File: src/rtl/byte_serial_tx.sv
// Byte-wide UART-style serializer: start bit, 8 data bits, optional even parity, stop bit.
// Every output is registered; tx is derived from the state the frame is about to enter.
module byte_serial_tx #(
  parameter int CLKS_PER_BIT = 4,
  parameter bit PARITY_EN    = 1'b1,
  parameter bit MSB_FIRST    = 1'b0
) (
  input  logic       clk,
  input  logic       rst_,
  input  logic       enable,
  input  logic [7:0] data,
  output logic       tx,
  output logic       busy,
  output logic       done,
  output logic       drop
);

  localparam int BW = (CLKS_PER_BIT > 1) ? $clog2(CLKS_PER_BIT) : 1;
  localparam logic [BW-1:0] BAUD_LAST = BW'(CLKS_PER_BIT - 1);

  typedef enum logic [2:0] {IDLE, START, DATA, PARITY, STOP} state_t;

  state_t          state_q, state_d;
  logic [BW-1:0]   baud_q, baud_d;
  logic [2:0]      bit_q, bit_d;
  logic [7:0]      shift_q, shift_d;
  logic            tx_q, tx_d;
  logic            busy_q, busy_d;
  logic            done_q, done_d;
  logic            drop_q, drop_d;
  logic            baud_end;
  logic [2:0]      sel;

  always_comb begin
    state_d  = state_q;
    baud_d   = baud_q;
    bit_d    = bit_q;
    shift_d  = shift_q;
    done_d   = 1'b0;
    drop_d   = enable & busy_q;
    baud_end = (baud_q == BAUD_LAST);
    tx_d     = 1'b1;
    sel      = 3'd0;

    case (state_q)
      IDLE: begin
        if (enable) begin
          state_d = START;
          shift_d = data;
          baud_d  = '0;
          bit_d   = '0;
        end
      end
      START: begin
        if (baud_end) state_d = DATA;
      end
      DATA: begin
        if (baud_end) begin
          if (bit_q == 3'd7) begin
            state_d = PARITY_EN ? PARITY : STOP;
            bit_d   = '0;
          end else begin
            bit_d = bit_q + 3'd1;
          end
        end
      end
      PARITY: begin
        if (baud_end) state_d = STOP;
      end
      STOP: begin
        if (baud_end) begin
          state_d = IDLE;
          done_d  = 1'b1;
        end
      end
      default: state_d = IDLE;
    endcase

    // Baud counter restarts at every bit boundary so each bit lasts exactly CLKS_PER_BIT cycles.
    if (state_q != IDLE) begin
      baud_d = baud_end ? '0 : baud_q + BW'(1);
    end

    sel = MSB_FIRST ? (3'd7 - bit_d) : bit_d;
    case (state_d)
      START:   tx_d = 1'b0;
      DATA:    tx_d = shift_d[sel];
      PARITY:  tx_d = ^shift_d;
      default: tx_d = 1'b1;
    endcase

    busy_d = (state_d != IDLE);
  end

  always_ff @(posedge clk) begin
    if (rst_) begin
      state_q <= IDLE;
      baud_q  <= '0;
      bit_q   <= '0;
      shift_q <= '0;
      tx_q    <= 1'b1;
      busy_q  <= 1'b0;
      done_q  <= 1'b0;
      drop_q  <= 1'b0;
    end else begin
      state_q <= state_d;
      baud_q  <= baud_d;
      bit_q   <= bit_d;
      shift_q <= shift_d;
      tx_q    <= tx_d;
      busy_q  <= busy_d;
      done_q  <= done_d;
      drop_q  <= drop_d;
    end
  end

  assign tx   = tx_q;
  assign busy = busy_q;
  assign done = done_q;
  assign drop = drop_q;

endmodule
File: config.mk
export PLATFORM = sky130hd
export DESIGN_NAME = byte_serial_tx
export DESIGN_NICKNAME = d
export VERILOG_FILES = /design/src/rtl/byte_serial_tx.sv
export SDC_FILE = /design/constraint.sdc
export NUM_CORES = 1
export LEC_CHECK = 0
export CORE_MARGIN = 4
export CORE_UTILIZATION = 53
export DETAILED_ROUTE_END_ITERATION = 8
export HOLD_SLACK_MARGIN = 0.15
export PLACE_DENSITY = 0.86
export SETUP_SLACK_MARGIN = 0.5
export SYNTH_ARGS = -nofsm -noshare
export SYNTH_HDL_FRONTEND = slang
export SYNTH_SLANG_ARGS = --single-unit
File: constraint.sdc
create_clock -name clk -period 2.6 [get_ports clk]
set_input_delay 0.26 -clock clk [delete_from_list [all_inputs] [get_ports clk]]
set_output_delay 0.26 -clock clk [all_outputs]
set_load 0.01 [all_outputs]
# Yosys cells after proc, flatten, opt, wreduce, memory -nomap -nowiden
# Cells that the tools add are included.
# totals
ff_bits,20
inputBits,11
out_inout_bits,4
word_cells,51
# classes
add_sub_neg,2
magnitude_cmp,1
n_eq_ne,9
n_mux,21
bitwise,2
reduce_logical,8
# op_table
op,n
$mux W3,9
$mux W8,2
$pmux W3 S5,1
$eq A3 B2 Y1 const B,4
$mux W2,4
$reduce_xor A8 Y1,1
$eq A3 B1 Y1 const B,2
$eq A3 B3 Y1 const B,2
$pmux W3 S2,1
$reduce_bool A3 Y1,2
$lt A3 B4 Y1 const B,1
$reduce_bool A2 Y1,2
$add A3 B1 Y3 const B,1
$bmux W1 S3,1
$logic_not A3 Y1,1
$pmux W1 S3,1
$add A2 B1 Y2 const B,1
$eq A2 B2 Y1 const B,1
$mux W1,2
$reduce_and A2 Y1,1
$reduce_or A2 Y1,1
$and A1 B1 Y1,1
$not A1 Y1,1

# Longest topological paths before layout
# Gate-level depths: netlist (run 1).
# depth
word_depth,7
ltp_mapped,8
mapped_depth_nobuf,8

# Worst setup path after synthesis (run 1)
# Ideal clock, no wire load.
# synth_path
path_type,register -> register
startpoint,reg bit_q[0]
endpoint,reg tx_q (netlist: tx)
setup_time_ps,124
t_arrival_ps,1673
required_ps,2476
setup_slack_ps,803
stages_incl_launch_ff,9
n_path_buf,0
synth_period_minus_slack_ps,1797
cell_sequence,dfxtp_1 > ha_1 > ha_1 > nor3b_1 > o211a_1 > a21oi_2 > or3_1 > a32oi_1 > a31oi_1
# synth_between
elab_chain_len,7
elab_cells_between_ends,15
classes_between,1 x add/sub; 4 x eq/ne; 10 x mux
# synth_lines
element,line,source
"start, declared",25,"logic [2:0] bit_q, bit_d;"
"start signal, assigned",108,bit_q <= bit_d;
$add A3 B1 Y3 / $eq A3 B3 Y1 (equally long branches),"63, 59",
$mux W3,59,if (bit_q == 3'd7) begin
$mux W3,58,if (baud_end) begin
$pmux W3 S2,45,case (state_q)
$bmux W1 S3,87,DATA: tx_d = shift_d[sel];
$mux W1 (not written as such),87,
$pmux W1 S3 *,85,case (state_d)
"end signal, assigned",110,tx_q <= tx_d;
"end, declared",27,"logic tx_q, tx_d;"
# Every way passes the cells marked *; elsewhere a longest branch is shown, timed or not. The select of a mux whose other input is x is not followed.
# A chain may end at the register's enable or synchronous reset.

# Worst setup path after layout (run 1)
# Same ends and word-level chain as after synthesis.

==> metrics.md, run 1 <==
| Metric | Value |
|---|---|
| Status | finished clean |
| Final setup viols | 0 |
| # Post-CTS Setup Buffers | 0 |
| Share of power burned in registers | 55.0% |
| Distinct cells, synth | 38 |
| Post-synthesis cell count | 126 |
| GRT overflow | 0 |
| Initial antenna violation count | 0 |
| GP Congestion | around 0.82 |
| Switching share of power | between 20 and 30% |
| Largest net degree at the start of global routing | 13 |
| Post-route cell area | around 0.0013 mm2 |
| DRT iter0 DRCs | 15 |
| Maximum clock frequency | just over 500 MHz |
| PortBufs | 14 |
| Hold Crit Class | reg2reg |
| Top cells by area, synth | dfxtp_1 (36%), xnor2_1 (10%), mux2i_1 (5.4%) |
| Worst Setup Start Kind | flop |
| Period utilisation layout | roughly three quarters |
| Slowest stage delay, CP | 360 ps |
| Layout cells sized above 1 | 8.63% |
| Fin. max-slew vios | 0 |
| Worst Path Arrival | approximately 2200 ps |
| Vias per cell | 5.61 |
| Leak pwr | ~0.00052 uW |
| Crit. End Element | flop |
| Pwr dens | 467 mW/mm2 |
| Clock skew | between 4 and 5 ps |
| Global-route usage over all layers | between 10% and 20% |
| Synthesized area per cell | 8.90 um2 |
| Slowest CP cell | dfxtp_1 |
| Max-Cap Viols | 0 |
| CTS Hold Buffers Added | 0 |
| TritonCTS clock tree | yes |
| CORE AREA | just under 0.002 mm2 |
| Crit path max fanout | 6 |
| Post-synth net total | between 100 and 150 |
| Final Non-Filler Cells | ~170 |
| Worst-path cell chain | ha_1 > ha_1 > nor3b_1 > o211a_1 > a21oi_2 > or3_1 > a32oi_1 > a31oi_1 |
| DRC | 0 |
| # diodes | 0 |
| Drt wl/cell | approximately 14 um |
| PnR worst setup slack | 619 ps |
| CP top delay family | simple AND/OR/NAND/NOR gates |
| Cell-internal power | ~440 uW |
| Period minus WS final | around 2000 ps |
| Dpl ws | ~420 ps |
| Combinational Power Share | between 20% and 30% |
| Via count | 931 |
| Flop2flop setup slack | slightly above 600 ps |
| RSZ-0062 raised after global routing | false |
| Die width | 54.0 um |
| Worst slew pin tran | ~530 ps |
| Sum Neg Setup Slack | 0 ps |
| VDD IR-drop max | around 0.3 mV |
| Synthesized flop and latch total | 20 |
| # placed instances | roughly 160 |
| # nets final | 155 |
| CTS buffer count | 3 |
| Max-slew headroom | between 60% and 70% |
| DP HPWL | roughly 1.8 mm |
| Clock Tree Root | clkbuf_4 |
| Syn Std Cell Area | around 0.0011 mm2 |
| Area growth syn-to-layout | 15.3% |
| Hold Fails Final Rpt | 0 |
| WP data required | about 2800 ps |
| Number of routed nets with antenna violations | 0 |
| Largest area contributor in the netlist | dfxtp_1 |
| Top cell type's share of synthesized area | 35.7% |
| CTS resizes | 0 |
| I/O pins | 15 |
| Critical path class | reg2reg |
| Starting Density | between 50 and 60% |
| Net switching power | about 160 uW |
| Placed cell areas | 0.00127 mm2 |
| Wirelength, routed | ~2.3 mm |
| First-pass GRT wire length | around 4 mm |
| Clock power frac | 24.0% |
| Number of global-route vias before repair | around 900 |
| DR pass1 iterations | 4 |
| Skew-Pair Late Insertion Delay | roughly 300 ps |
| CTS Sinks | 20 |
| Die area | approximately 0.003 mm2 |
| CTS H-tree depth | 1 |
| Sequential area share after synthesis | between 30% and 40% |
| CTS Buffer Depth | 2 |
| Row count | 16 |
| CP most frequent cell | ha_1 |
| Worst path bufs/invs | 0 |
| Die H | 54.0 um |
| Syn. warnings | 0 |
| Worst-path clk slew | 100 ps |
cell type report:
type | instances | area (um2)
clock buffers | 3 | 22.5
fillers | 155 | 689
inverters | 1 | 3.75
multi-input cells | 99 | 677
flip-flops and latches | 20 | 400
well taps | 27 | 33.8
repair buffers | 16 | 155
metrics by stage:
step           power, uW  utilization (%)  hold slack [ps]
6_report             604             65.2              503
5_1_grt              634             65.2              526
4_1_cts              606             65.1              503
3_5_place_dp         466             64.0              478
3_3_place_gp         462             64.0              475
2_1_floorplan        426                -              396
layer usage:
layer  up-vias  part of all wire (%)  wire (um)  GRT usage [%]
li1        468                     -          -              -
met1       449                    48       1130           24.1
met2        10                    48       1120           29.6
met3         4                   2.4         55           2.77
met4         0                   1.5         35           9.13
met5         -                     0          0              0
cells by family after synthesis:
group	after synthesis	synth area share, %
buffers and inverters	7	4.13
AND/OR/NAND/NOR	52	24.6
AO/OA/AOI/OAI	23	15.2
adder cells (fa/ha/maj)	3	3.35
multiplexers	6	5.36
flip-flops	20	35.7
XOR/XNOR	15	11.7
synth_stat cells (all sizes together):
cell	number
dfxtp	20
nor2	17
nand2	16
xnor2	13
a21oi	10
mux2i	6
buf	5
nor3	5
nor2b	4
a31oi	3
ha	3
a32oi	2
nand3b	2
xor2	2
a21o	1
a221oi	1
a2bb2oi	1
a32o	1
and2	1
and3b	1
and4b	1
clkbuf	1
inv	1
nor3b	1
nor4	1
nor4b	1
o211a	1
o211ai	1
o21ai	1
o41a	1
or3	1
or3b	1
state kept, by name, summed over array words and instances (netlist names):
| register | flops |
|---|---|
| shift_q | 8 |
| drop | 1 |
| tx | 1 |
| busy | 1 |
| done | 1 |
| bit_q | 3 |
| baud_q | 2 |
| state_q | 3 |
cells in the final DEF (no fill, tap or decap), types with 2 or more instances in the layout:
master / count
dfxtp_1: 20
nor2_1: 16
nand2_1: 16
clkdlybuf4s50_1: 14
xnor2_1: 13
a21oi_1: 8
mux2i_1: 6
nor3_1: 5
nor2b_1: 4
a31oi_1: 3
clkbuf_4: 3
nand3b_1: 2
a21oi_2: 2
xor2_1: 2
ha_1: 2
buf_4: 2
path summary, 6_finish.rpt:
kind / end / cells after the start / from
setup / recovery: tx$_SDFF_PP1_ / 8 / bit_q[0]$_SDFF_PP0_
hold / removal: drop$_SDFF_PP0_ / 1 / busy$_SDFF_PP0_
setup reg to reg: tx$_SDFF_PP1_ / 8 / bit_q[0]$_SDFF_PP0_
hold reg to reg: drop$_SDFF_PP0_ / 1 / busy$_SDFF_PP0_
power by group through the flow:
stage / Combinational (uW) / Sequential (uW) / Clock, uW
2_1_floorplan: 90.9 / 335 / 0
3_3_place_gp: 123 / 338 / 0
4_1_cts: 127 / 332 / 147
3_5_place_dp: 127 / 339 / 0
6_report: 127 / 332 / 145
5_1_grt: 141 / 334 / 158
No activity file was read; power rests on OpenSTA's default activity.
==> run 2: changes to the inputs <==
--- a/config.mk
+++ b/config.mk
@@ -6,10 +6,10 @@
 export NUM_CORES = 1
 export LEC_CHECK = 0
 export CORE_MARGIN = 4
-export CORE_UTILIZATION = 53
+export CORE_UTILIZATION = 48
 export DETAILED_ROUTE_END_ITERATION = 8
 export HOLD_SLACK_MARGIN = 0.15
-export PLACE_DENSITY = 0.86
+export PLACE_DENSITY = 0.83
 export SETUP_SLACK_MARGIN = 0.5
 export SYNTH_ARGS = -nofsm -noshare
 export SYNTH_HDL_FRONTEND = slang
==> constraint.sdc (replaced) <==
create_clock -name clk -period 1.7 [get_ports clk]
set_input_delay 0.17 -clock clk [delete_from_list [all_inputs] [get_ports clk]]
set_output_delay 0.17 -clock clk [all_outputs]
set_load 0.01 [all_outputs]
==> run 2 against run 1 <==
Net effect: the flow now finishes with violations (negative setup slack); clock power is 110% higher; die area grew 8.8%; worst setup slack lost 900 ps; cell count is 21% higher; design area increased by 44%; sequential power is 54% higher; non-clock buffer count grew 33; core utilization grew 19 points; power increased by 85%; critical path type unchanged; highest routed layer unchanged.
==> metrics.md, run 2 (synthesis results as in run 1) <==
| Metric | Value |
|---|---|
| Area growth syn-to-layout | 65.6% |
| Hold WS | 435 ps |
| Hold Crit Class | in2reg |
| Worst-path clk slew | 130 ps |
| Pwr dens | roughly 600 mW/mm2 |
| Dpl ws | -201 ps |
| Clock Tree Root | clkbuf_4 |
| Max-slew headroom | about four fifths |
| CTS Sinks | 20 |
| Die width | 56.3 um |
| Largest register FFs | 8 |
| Hold Fails Final Rpt | 0 |
| Crit. Startpoint | bit_q[0]$_SDFF_PP0_ |
| Hold Path Origin | data[6] |
| Largest reg by FF count | shift_q |
| Leak pwr | slightly below 0.0008 uW |
| Period utilisation layout | 116% |
| Wirelength, routed | 4.04 mm |
| Slowest stage delay, CP | between 300 and 400 ps |
| Failing checks | negative setup slack |
| Number of routed nets with antenna violations | 0 |
| Via count | between 1000 and 1500 |
| Final Non-Filler Cells | about 200 |
| Row count | 17 |
| Status | complete, but fails checks |
| CTS H-tree depth | 1 |
| DRT iter0 DRCs | 38 |
| Number of global-route vias before repair | approximately 1100 |
| CP top delay family | compound AO/OA/AOI/OAI gates |
| Max-Cap Viols | 0 |
| PnR worst setup slack | -280 ps |
| Slowest CP cell | dfxtp_4 |
| # fillers | approximately 110 |
| Global-route usage over all layers | between 20 and 25% |
| # placed instances | about 180 |
| Layout cells sized above 1 | 48.6% |
| WP data required | 1930 ps |
| TritonCTS clock tree | yes |
| # diodes | 0 |
| Fin. max-slew vios | 0 |
| Worst Setup Start Kind | flop |
| DR pass1 iterations | 4 |
| Starting Density | roughly half |
| Largest net degree at the start of global routing | 12 |
| Commonest non-fill, non-tap cell in the layout | buf_4 |
| Drt wl/cell | approximately 20 um |
| Die H | 56.3 um |
| RSZ-0062 raised after global routing | true |
| GRT overflow | 0 |
| Period minus WS final | around 2000 ps |
| CORE AREA | around 0.0022 mm2 |
| First-pass GRT wire length | 5.30 mm |
| DRC | 0 |
| Initial antenna violation count | 0 |
| GP Congestion | ~0.81 |
| R2r startpoint | bit_q[0]$_SDFF_PP0_ |
| # nets final | approximately 190 |
| DP HPWL | 1.94 mm |
| Die area | between 0.003 and 0.004 mm2 |
| Critical path class | reg2reg |
| Final setup viols | 2 |
| I/O pins | 15 |
| PortBufs | 14 |
| Vias per cell | between 5 and 6 |
| Worst-path cell chain | ha_4 > ha_4 > nor3b_2 > o211a_1 > a21oi_4 > or3_1 > a32oi_1 > a31oi_1 |
| Crit. End Element | flop |
| CP most frequent cell | ha_4 |
| Worst Path Arrival | 2210 ps |
| Most frequent cells in the layout | buf_4 (22), dfxtp_1 (13), nor2_1 (12), xnor2_1 (12), buf_6 (11) |
| CTS buffer count | 3 |
| Worst path bufs/invs | 0 |
| Worst slew pin tran | between 200 and 300 ps |
| Crit path max fanout | 4 |
| Largest registers | shift_q (8), bit_q (3), state_q (3) |
| Clock skew | about 8.4 ps |
| VDD IR-drop max | slightly below 0.5 mV |
| CTS Buffer Depth | 2 |
| Skew-Pair Late Insertion Delay | 330 ps |
| Maximum clock frequency | approximately 500 MHz |
[run 2: cell count changes in the layout (fill, tap and decap cells not counted), moves of 4 or more]
cell / previous run / this run
buf_4: 2 / 22
buf_6: 0 / 11
dfxtp_1: 20 / 13
nand2_1: 16 / 9
a21oi_1: 8 / 2
a21oi_2: 2 / 7
dfxtp_4: 0 / 5
clkdlybuf4s50_1: 14 / 10
dlygate4sd2_1: 0 / 4
nand2_2: 0 / 4
nor2_1: 16 / 12
nor3_1: 5 / 1
[run 2: worst paths after layout]
kind / slack [ps] / end / cells past startpoint
worst max-delay path: -280 / tx$_SDFF_PP1_ / 8
worst min-delay path: 430 / shift_q[6]$_SDFF_PP0_ / 3
worst max register to register: -280 / tx$_SDFF_PP1_ / 8
worst min register to register: 500 / shift_q[3]$_SDFF_PP0_ / 2
[run 2: repair_timing]
item,in CTS,in global routing
setup buffers,9,4
resized for setup,39,30
setup endpoints to repair,19,18
pin swaps,11,13
hold buffers,0,0
[run 2: final cells by class]
type | instances | area [um2] | area share, %
Inverter | 1 | 3.75 | 0.202
Sequential cell | 20 | 422 | 22.7
Clock buffer | 4 | 36.3 | 1.95
Tap cell | 28 | 35.0 | 1.89
Multi-Input combinational cell | 99 | 906 | 48.8
Timing Repair Buffer | 49 | 454 | 24.5
[run 2: report_power, final]
part	leakage [uW]	switching (uW)	total [uW]	internal, uW
combinational	0.000587	144	303	158
sequential	0.000168	27.2	511	484
clock	0.0000210	173	304	131
total	0.000776	345	1120	774
[run 2: worst min-delay path, cell delays in order]
cell and delay (ps):
clkdlybuf4s50_1 440, nand2_1 80, a21oi_2 40
[run 2: metrics by stage]
step	utilization (%)	power (uW)	TNS (ps)	instance area (um2)
floorplan	-	654	-30.9	1160
global placement	65.8	732	-118	1460
detailed placement	65.8	741	-201	1460
CTS	76.6	1050	-96.6	1690
global route	83.9	1160	-383	1860
finish	83.9	1120	-301	1860
[run 2: metal layers]
metal	global-route usage, %	up-vias	wire (um)
li1	-	530	-
met1	24.1	579	1620
met2	41.1	68	2000
met3	3.22	19	229
met4	6.10	0	189
met5	0	-	0
